$ cat src/rtl/hazard_tracker_if.sv
// Bypass-producer bundle between ID decode, data memory and the hazard tracker.
// Master drives decode/memory status; slave returns stall, freeze and slot exports.
interface hazard_tracker_if #(
    parameter int REG_ADDR_W = 4,
    parameter int CNT_W      = 16
);
    logic                  forwarding_enable;
    logic                  id_valid;
    logic [REG_ADDR_W-1:0] id_src1;
    logic [REG_ADDR_W-1:0] id_src2;
    logic                  id_two_src;
    logic [REG_ADDR_W-1:0] id_dest;
    logic                  id_wb_en;
    logic                  id_mem_read;
    logic                  id_mem_write;
    logic                  branch_taken;
    logic                  mem_ready;
    logic                  hazard;
    logic                  freeze;
    logic [REG_ADDR_W-1:0] mem_dest;
    logic                  mem_wb_en;
    logic [REG_ADDR_W-1:0] wb_dest;
    logic                  wb_wb_en;
    logic [CNT_W-1:0]      stall_count;

    modport master (
        output forwarding_enable, id_valid, id_src1, id_src2,
        output id_two_src, id_dest, id_wb_en, id_mem_read,
        output id_mem_write, branch_taken, mem_ready,
        input  hazard, freeze, mem_dest, mem_wb_en,
        input  wb_dest, wb_wb_en, stall_count
    );

    modport slave (
        input  forwarding_enable, id_valid, id_src1, id_src2,
        input  id_two_src, id_dest, id_wb_en, id_mem_read,
        input  id_mem_write, branch_taken, mem_ready,
        output hazard, freeze, mem_dest, mem_wb_en,
        output wb_dest, wb_wb_en, stall_count
    );
endinterface

$ cat src/rtl/hazard_tracker.sv
// EXE/MEM/WB write tracker: load-use / no-bypass stall and memory-wait freeze.
// Optional stall-cycle counter enabled by `define HAZARD_STALL_COUNTER_EN.
module hazard_tracker #(
    parameter int REG_ADDR_W = 4,
    parameter int CNT_W      = 16
) (
    input logic             clk,
    input logic             rst_n,
    hazard_tracker_if.slave bus
);
    typedef struct packed {
        logic                  valid;
        logic [REG_ADDR_W-1:0] dest;
        logic                  wb_en;
        logic                  mem_read;
        logic                  mem_write;
    } slot_t;

    slot_t exe_q, mem_q, wb_q;
    slot_t id_slot;
    logic  match_exe, match_mem;
    logic  id_live, hazard_c, freeze_c;

    always_comb begin
        match_exe = exe_q.valid & exe_q.wb_en &
                    ((exe_q.dest == bus.id_src1) |
                     (bus.id_two_src & (exe_q.dest == bus.id_src2)));
        match_mem = mem_q.valid & mem_q.wb_en &
                    ((mem_q.dest == bus.id_src1) |
                     (bus.id_two_src & (mem_q.dest == bus.id_src2)));
        id_live  = bus.id_valid & ~bus.branch_taken;
        hazard_c = 1'b0;
        if (id_live) begin
            if (bus.forwarding_enable)
                hazard_c = match_exe & exe_q.mem_read;
            else
                hazard_c = match_exe | match_mem;
        end
        freeze_c = mem_q.valid & (mem_q.mem_read | mem_q.mem_write)
                 & ~bus.mem_ready;
    end

    always_comb begin
        id_slot = '0;
        if (id_live && !hazard_c) begin
            id_slot.valid     = 1'b1;
            id_slot.dest      = bus.id_dest;
            id_slot.wb_en     = bus.id_wb_en;
            id_slot.mem_read  = bus.id_mem_read;
            id_slot.mem_write = bus.id_mem_write;
        end
    end

    always_ff @(posedge clk) begin
        if (!rst_n) begin
            exe_q <= '0;
            mem_q <= '0;
            wb_q  <= '0;
        end else if (!freeze_c) begin
            wb_q  <= mem_q;
            mem_q <= exe_q;
            exe_q <= id_slot;
        end
    end

    assign bus.hazard    = hazard_c;
    assign bus.freeze    = freeze_c;
    assign bus.mem_dest  = mem_q.dest;
    assign bus.mem_wb_en = mem_q.valid & mem_q.wb_en;
    assign bus.wb_dest   = wb_q.dest;
    assign bus.wb_wb_en  = wb_q.valid & wb_q.wb_en;

`ifdef HAZARD_STALL_COUNTER_EN
    logic [CNT_W-1:0] stall_q;

    // saturates rather than wrapping so long stalls stay visible
    always_ff @(posedge clk) begin
        if (!rst_n)
            stall_q <= '0;
        else if ((hazard_c || freeze_c) && (stall_q != '1))
            stall_q <= stall_q + CNT_W'(1);
    end

    assign bus.stall_count = stall_q;
`else
    assign bus.stall_count = {CNT_W{1'b0}};
`endif
endmodule

$ cat src/flat_wrapper.sv
// flat-port wrapper written by rule: the top's interface ports become plain ports
module hazard_tracker_flat 
#(
    parameter int REG_ADDR_W = 4,
    parameter int CNT_W      = 16
)
  (clk, rst_n, bus_forwarding_enable, bus_id_valid, bus_id_src1, bus_id_src2, bus_id_two_src, bus_id_dest, bus_id_wb_en, bus_id_mem_read, bus_id_mem_write, bus_branch_taken, bus_mem_ready, bus_hazard, bus_freeze, bus_mem_dest, bus_mem_wb_en, bus_wb_dest, bus_wb_wb_en, bus_stall_count);
  hazard_tracker_if #(.REG_ADDR_W(REG_ADDR_W), .CNT_W(CNT_W)) bus_i ();
  input logic clk;
  input logic rst_n;
  input wire logic [$bits(bus_i.forwarding_enable)-1:0] bus_forwarding_enable;
  input wire logic [$bits(bus_i.id_valid)-1:0] bus_id_valid;
  input wire logic [$bits(bus_i.id_src1)-1:0] bus_id_src1;
  input wire logic [$bits(bus_i.id_src2)-1:0] bus_id_src2;
  input wire logic [$bits(bus_i.id_two_src)-1:0] bus_id_two_src;
  input wire logic [$bits(bus_i.id_dest)-1:0] bus_id_dest;
  input wire logic [$bits(bus_i.id_wb_en)-1:0] bus_id_wb_en;
  input wire logic [$bits(bus_i.id_mem_read)-1:0] bus_id_mem_read;
  input wire logic [$bits(bus_i.id_mem_write)-1:0] bus_id_mem_write;
  input wire logic [$bits(bus_i.branch_taken)-1:0] bus_branch_taken;
  input wire logic [$bits(bus_i.mem_ready)-1:0] bus_mem_ready;
  output wire logic [$bits(bus_i.hazard)-1:0] bus_hazard;
  output wire logic [$bits(bus_i.freeze)-1:0] bus_freeze;
  output wire logic [$bits(bus_i.mem_dest)-1:0] bus_mem_dest;
  output wire logic [$bits(bus_i.mem_wb_en)-1:0] bus_mem_wb_en;
  output wire logic [$bits(bus_i.wb_dest)-1:0] bus_wb_dest;
  output wire logic [$bits(bus_i.wb_wb_en)-1:0] bus_wb_wb_en;
  output wire logic [$bits(bus_i.stall_count)-1:0] bus_stall_count;
  assign bus_i.forwarding_enable = bus_forwarding_enable;
  assign bus_i.id_valid = bus_id_valid;
  assign bus_i.id_src1 = bus_id_src1;
  assign bus_i.id_src2 = bus_id_src2;
  assign bus_i.id_two_src = bus_id_two_src;
  assign bus_i.id_dest = bus_id_dest;
  assign bus_i.id_wb_en = bus_id_wb_en;
  assign bus_i.id_mem_read = bus_id_mem_read;
  assign bus_i.id_mem_write = bus_id_mem_write;
  assign bus_i.branch_taken = bus_branch_taken;
  assign bus_i.mem_ready = bus_mem_ready;
  assign bus_hazard = bus_i.hazard;
  assign bus_freeze = bus_i.freeze;
  assign bus_mem_dest = bus_i.mem_dest;
  assign bus_mem_wb_en = bus_i.mem_wb_en;
  assign bus_wb_dest = bus_i.wb_dest;
  assign bus_wb_wb_en = bus_i.wb_wb_en;
  assign bus_stall_count = bus_i.stall_count;
  hazard_tracker #(.REG_ADDR_W(REG_ADDR_W), .CNT_W(CNT_W)) u_core (.clk(clk), .rst_n(rst_n), .bus(bus_i));
endmodule
$ cat config.mk
export PLATFORM = sky130hd
export DESIGN_NAME = hazard_tracker_flat
export DESIGN_NICKNAME = d
export VERILOG_FILES = /design/src/rtl/hazard_tracker_if.sv /design/src/rtl/hazard_tracker.sv /design/src/flat_wrapper.sv
export SDC_FILE = /design/constraint.sdc
export NUM_CORES = 1
export LEC_CHECK = 0
export ABC_CLOCK_PERIOD_IN_PS = 2100
export BUFFER_PORTS_ARGS = -buffer_cell sky130_fd_sc_hd__buf_2
export CAP_MARGIN = 20
export CORE_ASPECT_RATIO = 1.1
export CORE_UTILIZATION = 45
export DETAILED_ROUTE_END_ITERATION = 10
export GPL_TIMING_DRIVEN = 0
export PLACE_DENSITY = 0.76
export SETUP_SLACK_MARGIN = 0.02
export SLEW_MARGIN = 20
export SYNTH_ARGS = -nofsm -noshare
export SYNTH_HDL_FRONTEND = slang
export SYNTH_SLANG_ARGS = --single-unit
$ cat constraint.sdc
create_clock -name clk -period 2.1 [get_ports clk]
set_clock_uncertainty 0.1 [all_clocks]
set_input_delay 0.42 -clock clk [delete_from_list [all_inputs] [get_ports clk]]
set_output_delay 0.42 -clock clk [all_outputs]
set_load 0.05 [all_outputs]
After elaboration in Yosys (flattened, before gate mapping)
Cells that the tools add are included.
{"block": "classes", "n_eq_ne": 4, "muxes": 3, "n_bitwise": 17, "reduce_logical": 2}
{"cell": "$eq A4 B4 Y1", "n": 4}
{"cell": "$and A1 B1 Y1", "n": 11}
{"cell": "$mux W8", "n": 1}
{"cell": "$or A1 B1 Y1", "n": 4}
{"cell": "$mux W1", "n": 2}
{"cell": "$not A1 Y1", "n": 2}
{"cell": "$logic_and A1 B1 Y1", "n": 1}
{"cell": "$logic_not A1 Y1", "n": 1}
{"block": "totals", "regBits": 22, "output_inout_bits": 28, "word_cells": 39}

Longest topological paths before layout
Gate-level depths: netlist of run 1.
{"block": "depth", "word_depth": 10, "mapped_depth": 6, "ltp_nobuf": 5}

Worst setup path before layout of run 1
Ideal clock, no wire load.
{"block": "synth_timing", "kind": "input port to output port", "startpoint": "input port bus_id_src2[2]", "endpoint": "output port bus_hazard", "t_arrival_ns": 2.272, "required_ns": 1.580, "setup_slack_ns": -0.692, "cell_stages": 4, "n_path_buf": 0, "cell_sequence": "xor2_1 -> o41ai_4 -> a21oi_1 -> nor3b_1"}
{"block": "synth_via", "elab_chain_len": 7}
{"item": "start, declared", "line_no": "flat_wrapper.sv:14", "rtl": "input wire logic [$bits(bus_i.id_src2)-1:0] bus_id_src2;"}
{"item": "$eq A4 B4 Y1 (on tied branches)", "line_no": "hazard_tracker.sv:27, hazard_tracker.sv:30"}
{"item": "$and A1 B1 Y1 (on tied branches)", "line_no": "hazard_tracker.sv:27, hazard_tracker.sv:30"}
{"item": "$or A1 B1 Y1 (on tied branches)", "line_no": "hazard_tracker.sv:26, hazard_tracker.sv:29"}
{"item": "$and A1 B1 Y1 (on tied branches)", "line_no": "hazard_tracker.sv:25, hazard_tracker.sv:28"}
{"item": "$or A1 B1 Y1 or $and A1 B1 Y1 (tied branches)", "line_no": "hazard_tracker.sv:37, hazard_tracker.sv:35"}
{"item": "$mux W1 (*)", "line_no": "hazard_tracker.sv:34", "rtl": "if (bus.forwarding_enable)"}
{"item": "$mux W1 (*)", "line_no": "hazard_tracker.sv:33", "rtl": "if (id_live) begin"}
{"item": "end, declared", "line_no": "flat_wrapper.sv:22", "rtl": "output wire logic [$bits(bus_i.hazard)-1:0] bus_hazard;"}
Mark *: on every way between the ends. The rest lies on a longest branch, timed or not.

Final worst setup path of run 1
{"block": "layout_timing", "startpoint": "register u_core.exe_q[5] (netlist bit)", "endpoint": "output port bus_hazard"}
{"block": "layout_via", "elab_chain_len": 7}
{"item": "start, declared", "line_no": "hazard_tracker.sv:19", "rtl": "slot_t exe_q, mem_q, wb_q;"}
{"item": "start signal, assigned", "line_no": "hazard_tracker.sv:62", "rtl": "exe_q <= id_slot;"}
{"item": "$eq A4 B4 Y1", "line_no": "hazard_tracker.sv:27", "rtl": "(bus.id_two_src & (exe_q.dest == bus.id_src2)));"}
{"item": "$and A1 B1 Y1", "line_no": "hazard_tracker.sv:27"}
{"item": "$or A1 B1 Y1 (*)", "line_no": "hazard_tracker.sv:26", "rtl": "((exe_q.dest == bus.id_src1) |"}
{"item": "$and A1 B1 Y1 (*)", "line_no": "hazard_tracker.sv:25", "rtl": "match_exe = exe_q.valid & exe_q.wb_en &"}
{"item": "$or A1 B1 Y1 or $and A1 B1 Y1 (tied branches)", "line_no": "hazard_tracker.sv:37, hazard_tracker.sv:35"}
{"item": "$mux W1 (*)", "line_no": "hazard_tracker.sv:34"}
{"item": "$mux W1 (*)", "line_no": "hazard_tracker.sv:33"}
Marks and branches as above.

==> impl_metrics.csv, run 1 <==
group,metric,value,unit
status,status,"finished with violations",
status,violations,"negative setup slack",
global_route,grt-ovfl-total,0,
drt,vias,1036,
synth,synth_commonest_cells,"nand2_1 (26), buf_4 (24), dfxtp_1 (22), a21boi_0 (12), xnor2_1 (9)",
synth,synth-seq-area-share,0.3599,
synth,synth_top_flop_cell,"dfxtp_1",
placed_design,place_area,1495,um2
cells_and_area,insertedDiodeCount,0,
critical_path,startpoint_type,"flip-flop",
sta,fin_crit_sh,1.101,
drt,drt_iter0_drc,5,
cells_and_area,layout-drive-gt1-share,0.4545,
die,die_w,51.72,um
run,max_cap_violations,0,
die,num_rows,19,
power_and_ir_drop,p_total,809.8,uW
worst_hold_path,whs_path_depth,2,
power_and_ir_drop,leakagePower,0.0008071,uW
drt,routed_via_density,4.524,
placed_design,place_ws,-0.2019,ns
drt,drc_errors,0,
global_route,grt_busiest_layer,"met2",
worst_hold_path,min_from,"bus_id_mem_write",
placed_design,hpwlAfterDp,1908,um
cells_and_area,n_fill_cell,221,
critical_path,reg2reg_to,"u_core.exe_q[4]",
sta,worst_slack,-0.2130,ns
placed_design,gp_congestion,0.7638,
cts,clock_latency,0.31,ns
synth,synth-seq-cells,22,
critical_path,r2r_slack,0.17,ns
cells_and_area,design_area,1669,um2
synth,syn_area,1224,um2
placed_design,place_inst,214,
critical_path,reg2reg_from,"u_core.exe_q[4]",
critical_path,ff2ff_path_depth,8,
global_route,grt_use_total,0.1880,
synth,synth_edf_count,0,
global_route,first_global_vias,993,
sta,rsz0062_at_grt,"yes",
synth,syn_inst,135,
critical_path,critical_path.max_fanout,4,
cts,clockBufferDepth,2,
critical_path,critPathRequiredTime,1.58,ns
die,core_region_area,2544,um2
drt,wl,2706,um
cts,cts.sink_count,22,
sta,fmax,432.3,MHz
synth,yosysUniqueCellTypes,30,
die,die_h,56.69,um
cts,ctsHtreeMaxLevel,1,
synth,avgSynthCellArea,9.064,um2
power_and_ir_drop,p_per_area,485.2,nW/um2
die,initial_core_util,0.4811,
drt,drtPass1Iterations,4,
global_route,use_met2,0.3395,
critical_path,crit_path_end_kind,"output pin",
die,die_area,2932,um2
global_route,antenna_found_initial,0,
critical_path,critPathKind,"flip-flop to output pin",
sta,finalSetupViolations,1,
placed_design,port_buffers,33,
worst_hold_path,hold_class,"primary input to flip-flop",
global_route,grtUsageMet1,0.2152,
cts,cts_root_buf,"clkbuf_4",
synth,yosysTopAreaCell,"dfxtp_1",
power_and_ir_drop,ir_drop,0.0004466,V
critical_path,cp_data_arrival_time,1.79,ns
synth,yosysMostFrequentCell,"nand2_1",
cts,clk_pin_slew,0.11,ns
drt,ant_nets,0,
global_route,grt_pass1_wl,4105,um
sta,final_max_slew_viol_count,0,
worst_hold_path,worstHoldEndpoint,"u_core.exe_q[0]",
synth,ys_warn_count,0,
global_route,grt_max_degree,14,
synth,synth-async-reset-ratio,0,
cells_and_area,nets,222,
die,io-pin-count,50,
cells_and_area,final_cells,229,
synth,synthTopCellsByArea,"dfxtp_1 (36%), buf_4 (15%), nand2_1 (8.0%)",
cells_and_area,syn2layout_area_growth,36.40,%
cts,cts_buffers,3,
sta,hold_viol_final,0,
sta,hold_slack,0.2191,ns
synth,synth_top_area_share,0.3599,
global_route,met3_usage,0.01626,
sta,min_period,2.313,ns
cts,cts_tree,"done",
drt,wl_per_cell,11.82,um
==> worst max-delay path, cell delays in order, from the launching register on <==
cell and delay [ns]:
dfxtp_1 0.38, xor2_1 0.20, o41ai_4 0.42, a21oi_2 0.12, nor3b_4 0.19, buf_6 0.18
==> worst max-delay path by stage <==
| stage | from | to | slack (ns) | cells after the start |
|---|---|---|---|---|
| global route | u_core.bus.mem_dest[3] | bus_hazard | -0.27 | 6 |
| detailed placement | bus_id_src1[1] | bus_hazard | -0.20 | 7 |
| CTS | u_core.exe_q[4] | bus_hazard | -0.22 | 6 |
| global placement | bus_id_src1[3] | bus_hazard | -0.21 | 7 |
| finish | u_core.exe_q[5] | bus_hazard | -0.21 | 5 |
| floorplan | bus_id_src2[2] | bus_hazard | -0.07 | 4 |
==> stage by stage <==
| step | utilization | TNS (ns) |
|---|---|---|
| 5_1_grt | 0.6562 | -0.2666 |
| 6_report | 0.6562 | -0.2130 |
| 4_1_cts | 0.6183 | -0.2211 |
| 2_1_floorplan | - | -0.07225 |
| 3_5_place_dp | 0.5878 | -0.2019 |
| 3_3_place_gp | 0.5878 | -0.2107 |
==> routing by layer <==
layer,up-vias,part of all wire
li1,539,-
met1,463,0.43
met2,29,0.52
met3,5,0.038
met4,0,0.017
met5,-,0
==> registers in the layout, summed over array words and instances (netlist names) <==
register	flops
u_core.bus.mem_dest	4
u_core.bus.wb_dest	4
u_core.wb_q	2
u_core.exe_q	8
u_core.mem_q	4
==> kinds of logic (layout without fill, tap and decap cells) <==
kind of cell    count (synthesis)  count (layout)  synth area share
simple gates                   38              38            0.1472
other cells                     1              16          0.003065
flops                          22              22            0.3599
buf+inv                        30              78            0.1667
xor+xnor                       16              16            0.1145
compound gates                 28              28            0.2086
==> power breakdown <==
group	switching [uW]	internal, uW	total (uW)
clock network	126	67.2	193
registers	8.91	423	432
logic	115	70.8	185
==> cells in the final DEF, fill, tap and decap left out, types with 2 or more instances in the layout <==
master / count
conb_1: 16
a21boi_0: 12
buf_6: 2
and2_1: 3
clkbuf_1: 2
buf_4: 37
nand3_1: 2
clkbuf_4: 3
dfxtp_2: 2
a22o_1: 7
nand2_1: 26
xor2_1: 5
dfxtp_4: 3
dfxtp_1: 17
buf_2: 31
xor2_2: 2
xnor2_1: 8
==> layout make-up <==
class | count | area [um2] | share of cell area
Sequential cell | 22 | 454.2 | 0.2721
Timing Repair Buffer | 46 | 275.3 | 0.1649
Inverter | 2 | 7.507 | 0.004498
Tap cell | 31 | 38.79 | 0.02324
Clock buffer | 3 | 22.52 | 0.01349
Multi-Input combinational cell | 98 | 679.4 | 0.4070
Buffer | 27 | 191.4 | 0.1147
==> timing repair <==
item,CTS,global route
pin swaps,7,6
gates resized for setup,12,5
endpoints found under the setup margin,2,2
buffers inserted,3,10
hold buffers,0,0
Note: power is estimated with default switching activity, not from simulation.
==> run 2: changes to the inputs <==
CAP_MARGIN = 10   (was 20)
CORE_UTILIZATION = 47   (was 45)
CTS_CLUSTER_DIAMETER = 80   (was unset)
PLACE_DENSITY = 0.79   (was 0.76)
==> run 2 against run 1 <==
  * Clock power is 15% higher
  * Critical path depth is 1 higher
  * The run still ends with negative setup slack left
  * Combinational power is 2% lower
  * Routed wire length is 1.3% lower
  * First-iteration DRC count grew to 3.0 times the previous value
  * Power is 3.1% higher
==> impl_metrics.csv, run 2 (synthesis gave the netlist of run 1 again) <==
group,metric,value,unit
status,status,"finished with violations",
status,violations,"negative setup slack",
global_route,grt_use_total,0.1960,
critical_path,critical_path.max_stage_delay,0.36,ns
drt,drt_iter0_drc,15,
cts,clk_pin_slew,0.12,ns
cts,clockBufferDepth,2,
drt,wl,2671,um
cells_and_area,largest_register_ffs,8,
drt,vias,1029,
critical_path,ff2ff_path_depth,7,
cts,ctsHtreeMaxLevel,1,
sta,hold_viol_final,0,
sta,min_period,2.282,ns
critical_path,cp_slowest_cell,"dfxtp_4",
cells_and_area,nets,217,
drt,wl_per_cell,11.87,um
cts,holdBufCountCts,0,
global_route,grt_max_degree,14,
critical_path,cp.depth,6,
critical_path,r2r_slack,0.30,ns
sta,final_max_slew_viol_count,0,
die,die_h,55.52,um
cts,cts.sink_count,22,
cells_and_area,regArea,456.7,um2
cells_and_area,layout-drive-gt1-share,0.4381,
global_route,grt_pass1_wl,4257,um
die,die_area,2812,um2
critical_path,critPathRequiredTime,1.58,ns
critical_path,critical_path.max_fanout,2,
power_and_ir_drop,ir_drop,0.0004582,V
drt,drc_errors,0,
critical_path,path_buf_inv,1,
worst_hold_path,hold_class,"primary input to flip-flop",
sta,fmax,438.1,MHz
cts,clock_latency,0.29,ns
placed_design,port_buffers,33,
critical_path,critPathTopFamily,"simple AND/OR/NAND/NOR gates",
global_route,antenna_found_initial,0,
die,io-pin-count,50,
cells_and_area,regMostFlops,"u_core.exe_q",
placed_design,hpwlAfterDp,1984,um
die,core_region_area,2472,um2
power_and_ir_drop,p_per_area,513.5,nW/um2
run,max_cap_violations,0,
sta,worst_slack,-0.1823,ns
cells_and_area,post-route-util,0.6574,
critical_path,critPathKind,"flip-flop to output pin",
critical_path,path_cells,"xor2_1, nor4_2, o2bb2ai_2, a21oi_2, nor3b_4, buf_6",
sta,rsz0062_at_grt,"yes",
cells_and_area,multi_input_area,656.9,um2
critical_path,startpoint_type,"flip-flop",
placed_design,gp_congestion,0.7498,
power_and_ir_drop,leakagePower,0.0007839,uW
cells_and_area,final_common_cell,"buf_4",
drt,ant_nets,0,
cts,cts_root_buf,"clkbuf_4",
cells_and_area,n_fill_cell,223,
global_route,first_global_vias,961,
die,die_w,50.65,um
cells_and_area,syn2layout_area_growth,32.82,%
drt,routed_via_density,4.573,
die,initial_core_util,0.4949,
sta,setup_tns,-0.1823,ns
cells_and_area,mostFrequentLayoutCells,"buf_4 (32), buf_2 (31), nand2_1 (26)",
global_route,grt-ovfl-total,0,
cells_and_area,insertedDiodeCount,0,
sta,fin_crit_sh,1.087,
critical_path,crit_path_end_kind,"output pin",
critical_path,cp_data_arrival_time,1.76,ns
die,num_rows,19,
worst_hold_path,whs_path_depth,2,
drt,drtPass1Iterations,4,
sta,finalSetupViolations,1,
cts,cts_tree,"done",
cts,cts_buffers,3,
==> run 2: where the power goes <==
group | internal, uW | leakage, uW | switching [uW]
registers | 423 | 0.000183 | 8.68
logic | 67.3 | 0.000580 | 113
clock network | 106 | 0.0000210 | 117
==> run 2: area by class of cell <==
cell class	instances	share of cell area
Buffer	27	0.1178
Clock buffer	4	0.02232
Inverter	2	0.004619
Multi-Input combinational cell	98	0.4042
Sequential cell	22	0.2810
Tap cell	31	0.02386
Timing Repair Buffer	41	0.1463
==> run 2: worst paths after layout <==
path                          start              end
min reg2reg          u_core.wb_q[2]   u_core.wb_q[2]
min                 bus_id_mem_read  u_core.exe_q[1]
max          u_core.bus.mem_dest[2]       bus_hazard
max reg2reg         u_core.exe_q[4]  u_core.exe_q[3]
==> run 2: layer usage <==
metal  up-vias  GRT usage  part of all wire
met1       468     0.2526              0.41
li1        534          -                 -
met3         4    0.01928             0.038
met5         -          0                 0
met4         0    0.06349            0.0097
met2        23     0.3371              0.54
==> run 2: timing repair <==
action                                  CTS  global route
gates resized for setup                  15             1
pin swaps                                 5             2
endpoints found under the setup margin    2             2
buffers inserted                          5             3
==> run 2: stage by stage <==
step	cell area, um2	power (uW)	cells	hold WS (ns)	worst slack (ns)
after floorplan	1291	580.0	150	0.3364	-0.07225
after CTS	1602	838.2	222	0.2351	-0.2050
final	1625	834.5	225	0.2425	-0.1823
after detailed placement	1495	617.5	214	0.3582	-0.2593
after global placement	1495	613.4	214	0.3513	-0.2117
after global routing	1625	867.3	225	0.2434	-0.2636
==> run 3: changes to the inputs <==
CTS_BUF_LIST = sky130_fd_sc_hd__clkbuf_16   (was unset)
==> run 3 against run 2 <==
  * The run still ends with negative setup slack left
  * Final area rose by 3.6%
  * Power rose by 21%
  * Final cell count fell by 0.44%
  * First-iteration DRC count fell by 40%
==> impl_metrics.csv, run 3 (synthesis gave the netlist of run 1 again) <==
group,metric,value,unit
power_and_ir_drop,ir_drop,0.0004489,V
die,core_region_area,2472,um2
drt,wl,2663,um
critical_path,reg2reg_from,"u_core.bus.mem_dest[2]",
worst_hold_path,min_from,"bus_id_dest[2]",
sta,worst_slack,-0.1137,ns
cells_and_area,syn2layout_area_growth,37.63,%
cells_and_area,n_fill_cell,219,
cts,cts_tree,"done",
placed_design,gp_congestion,0.7498,
sta,fin_crit_sh,1.054,
die,initial_core_util,0.4949,
cts,clockBufferDepth,2,
run,max_cap_violations,0,
global_route,grt_max_degree,13,
drt,wl_per_cell,11.89,um
die,num_rows,19,
drt,drt_iter0_drc,9,
critical_path,critPathKind,"flip-flop to output pin",
worst_hold_path,hold_class,"primary input to flip-flop",
sta,finalSetupViolations,1,
critical_path,critPathRequiredTime,1.58,ns
placed_design,port_buffers,33,
cts,ctsHtreeMaxLevel,1,
cells_and_area,mostFrequentLayoutCells,"buf_4 (32), buf_2 (31), nand2_1 (26)",
drt,drc_errors,0,
status,status,"finished with violations",
die,die_w,50.65,um
cts,cts_root_buf,"clkbuf_16",
sta,fmax,451.7,MHz
die,io-pin-count,50,
critical_path,cp_data_arrival_time,1.69,ns
critical_path,reg2reg_to,"u_core.exe_q[3]",
drt,vias,1046,
drt,drtPass1Iterations,4,
cts,clock_latency,0.25,ns
sta,hold_slack,0.2916,ns
sta,final_max_slew_viol_count,0,
cells_and_area,post-route-util,0.6812,
cells_and_area,layout-drive-gt1-share,0.4508,
critical_path,crit_path_end_kind,"output pin",
cells_and_area,final_common_cell,"buf_4",
cts,cts_buffers,3,
cells_and_area,insertedDiodeCount,0,
cells_and_area,largest_register_ffs,8,
placed_design,hpwlAfterDp,1984,um
critical_path,ff2ff_path_depth,8,
cells_and_area,nets,216,
sta,rsz0062_at_grt,"yes",
cells_and_area,regMostFlops,"u_core.exe_q",
global_route,antenna_found_initial,0,
cells_and_area,multi_input_area,681.9,um2
worst_hold_path,whs_path_depth,2,
sta,min_period,2.214,ns
drt,ant_nets,0,
critical_path,r2r_slack,0.26,ns
power_and_ir_drop,p_per_area,597.6,nW/um2
global_route,grt-ovfl-total,0,
power_and_ir_drop,leakagePower,0.0007999,uW
critical_path,startpoint_type,"flip-flop",
cts,cts.sink_count,22,
worst_hold_path,worstHoldEndpoint,"u_core.exe_q[5]",
die,die_h,55.52,um
die,die_area,2812,um2
drt,routed_via_density,4.670,
cells_and_area,regArea,459.2,um2
sta,hold_viol_final,0,
global_route,grt_use_total,0.2008,
critical_path,critical_path.max_fanout,4,
global_route,grt_pass1_wl,4319,um
cts,clk_pin_slew,0.05,ns
status,violations,"negative setup slack",
global_route,first_global_vias,985,
run 3: worst max path at each step:
stage / startpoint / to / slack, ns / cells after the start
final: u_core.exe_q[6] / bus_hazard / -0.11 / 5
after global routing: u_core.bus.mem_dest[3] / bus_hazard / -0.19 / 6
after detailed placement: bus_id_src1[3] / bus_hazard / -0.26 / 7
after global placement: bus_id_src1[3] / bus_hazard / -0.21 / 7
after floorplan: bus_id_src2[2] / bus_hazard / -0.07 / 4
after CTS: u_core.bus.mem_dest[2] / bus_hazard / -0.14 / 6
run 3: cell type report:
type	instances	area share
multi-input cells	98	0.4049
flip-flops and latches	22	0.2727
repair buffers	40	0.1345
plain buffers	27	0.1137
clock buffers	3	0.04458
well taps	31	0.02303
inverters	2	0.004458
clock inverters	1	0.002229
run 3: per-stage QoR:
stage	setup TNS [ns]	total power [uW]	worst slack [ns]	area [um2]	std cells
after floorplan	-0.07225	580.0	-0.07225	1291	150
after global placement	-0.2117	613.4	-0.2117	1495	214
after detailed placement	-0.2593	617.5	-0.2593	1495	214
after CTS	-0.1354	1007	-0.1354	1667	224
after global routing	-0.1860	1038	-0.1860	1684	224
final	-0.1137	1006	-0.1137	1684	224
run 3: critical path, stage by stage (launching register included):
cell	delay (ns)
dfxtp_1	0.47
xor2_1	0.14
o41ai_4	0.35
a21oi_2	0.12
nor3b_4	0.19
buf_6	0.18
run 3: layer usage:
layer  wire length (um)  global-route usage  vias to the layer above
met5                  0                   0                        -
met4                 23             0.06746                        0
met3                111             0.03030                        4
met2               1432              0.3543                       27
met1               1096              0.2431                      484
li1                   -                   -                      531
run 3: power breakdown:
| group | internal [uW] | switching, uW |
|---|---|---|
| registers | 422 | 9.16 |
| logic | 69.6 | 115 |
| clock network | 253 | 137 |
| total | 745 | 261 |
run 3: repair_timing:
item | 4_1_cts | 5_1_grt
endpoints found under the hold margin | 0 | 0
pin swaps | 8 | 5
buffers inserted | 6 | 1
hold buffers | 0 | 0
endpoints found under the setup margin | 2 | 2
resized for setup | 15 | 5
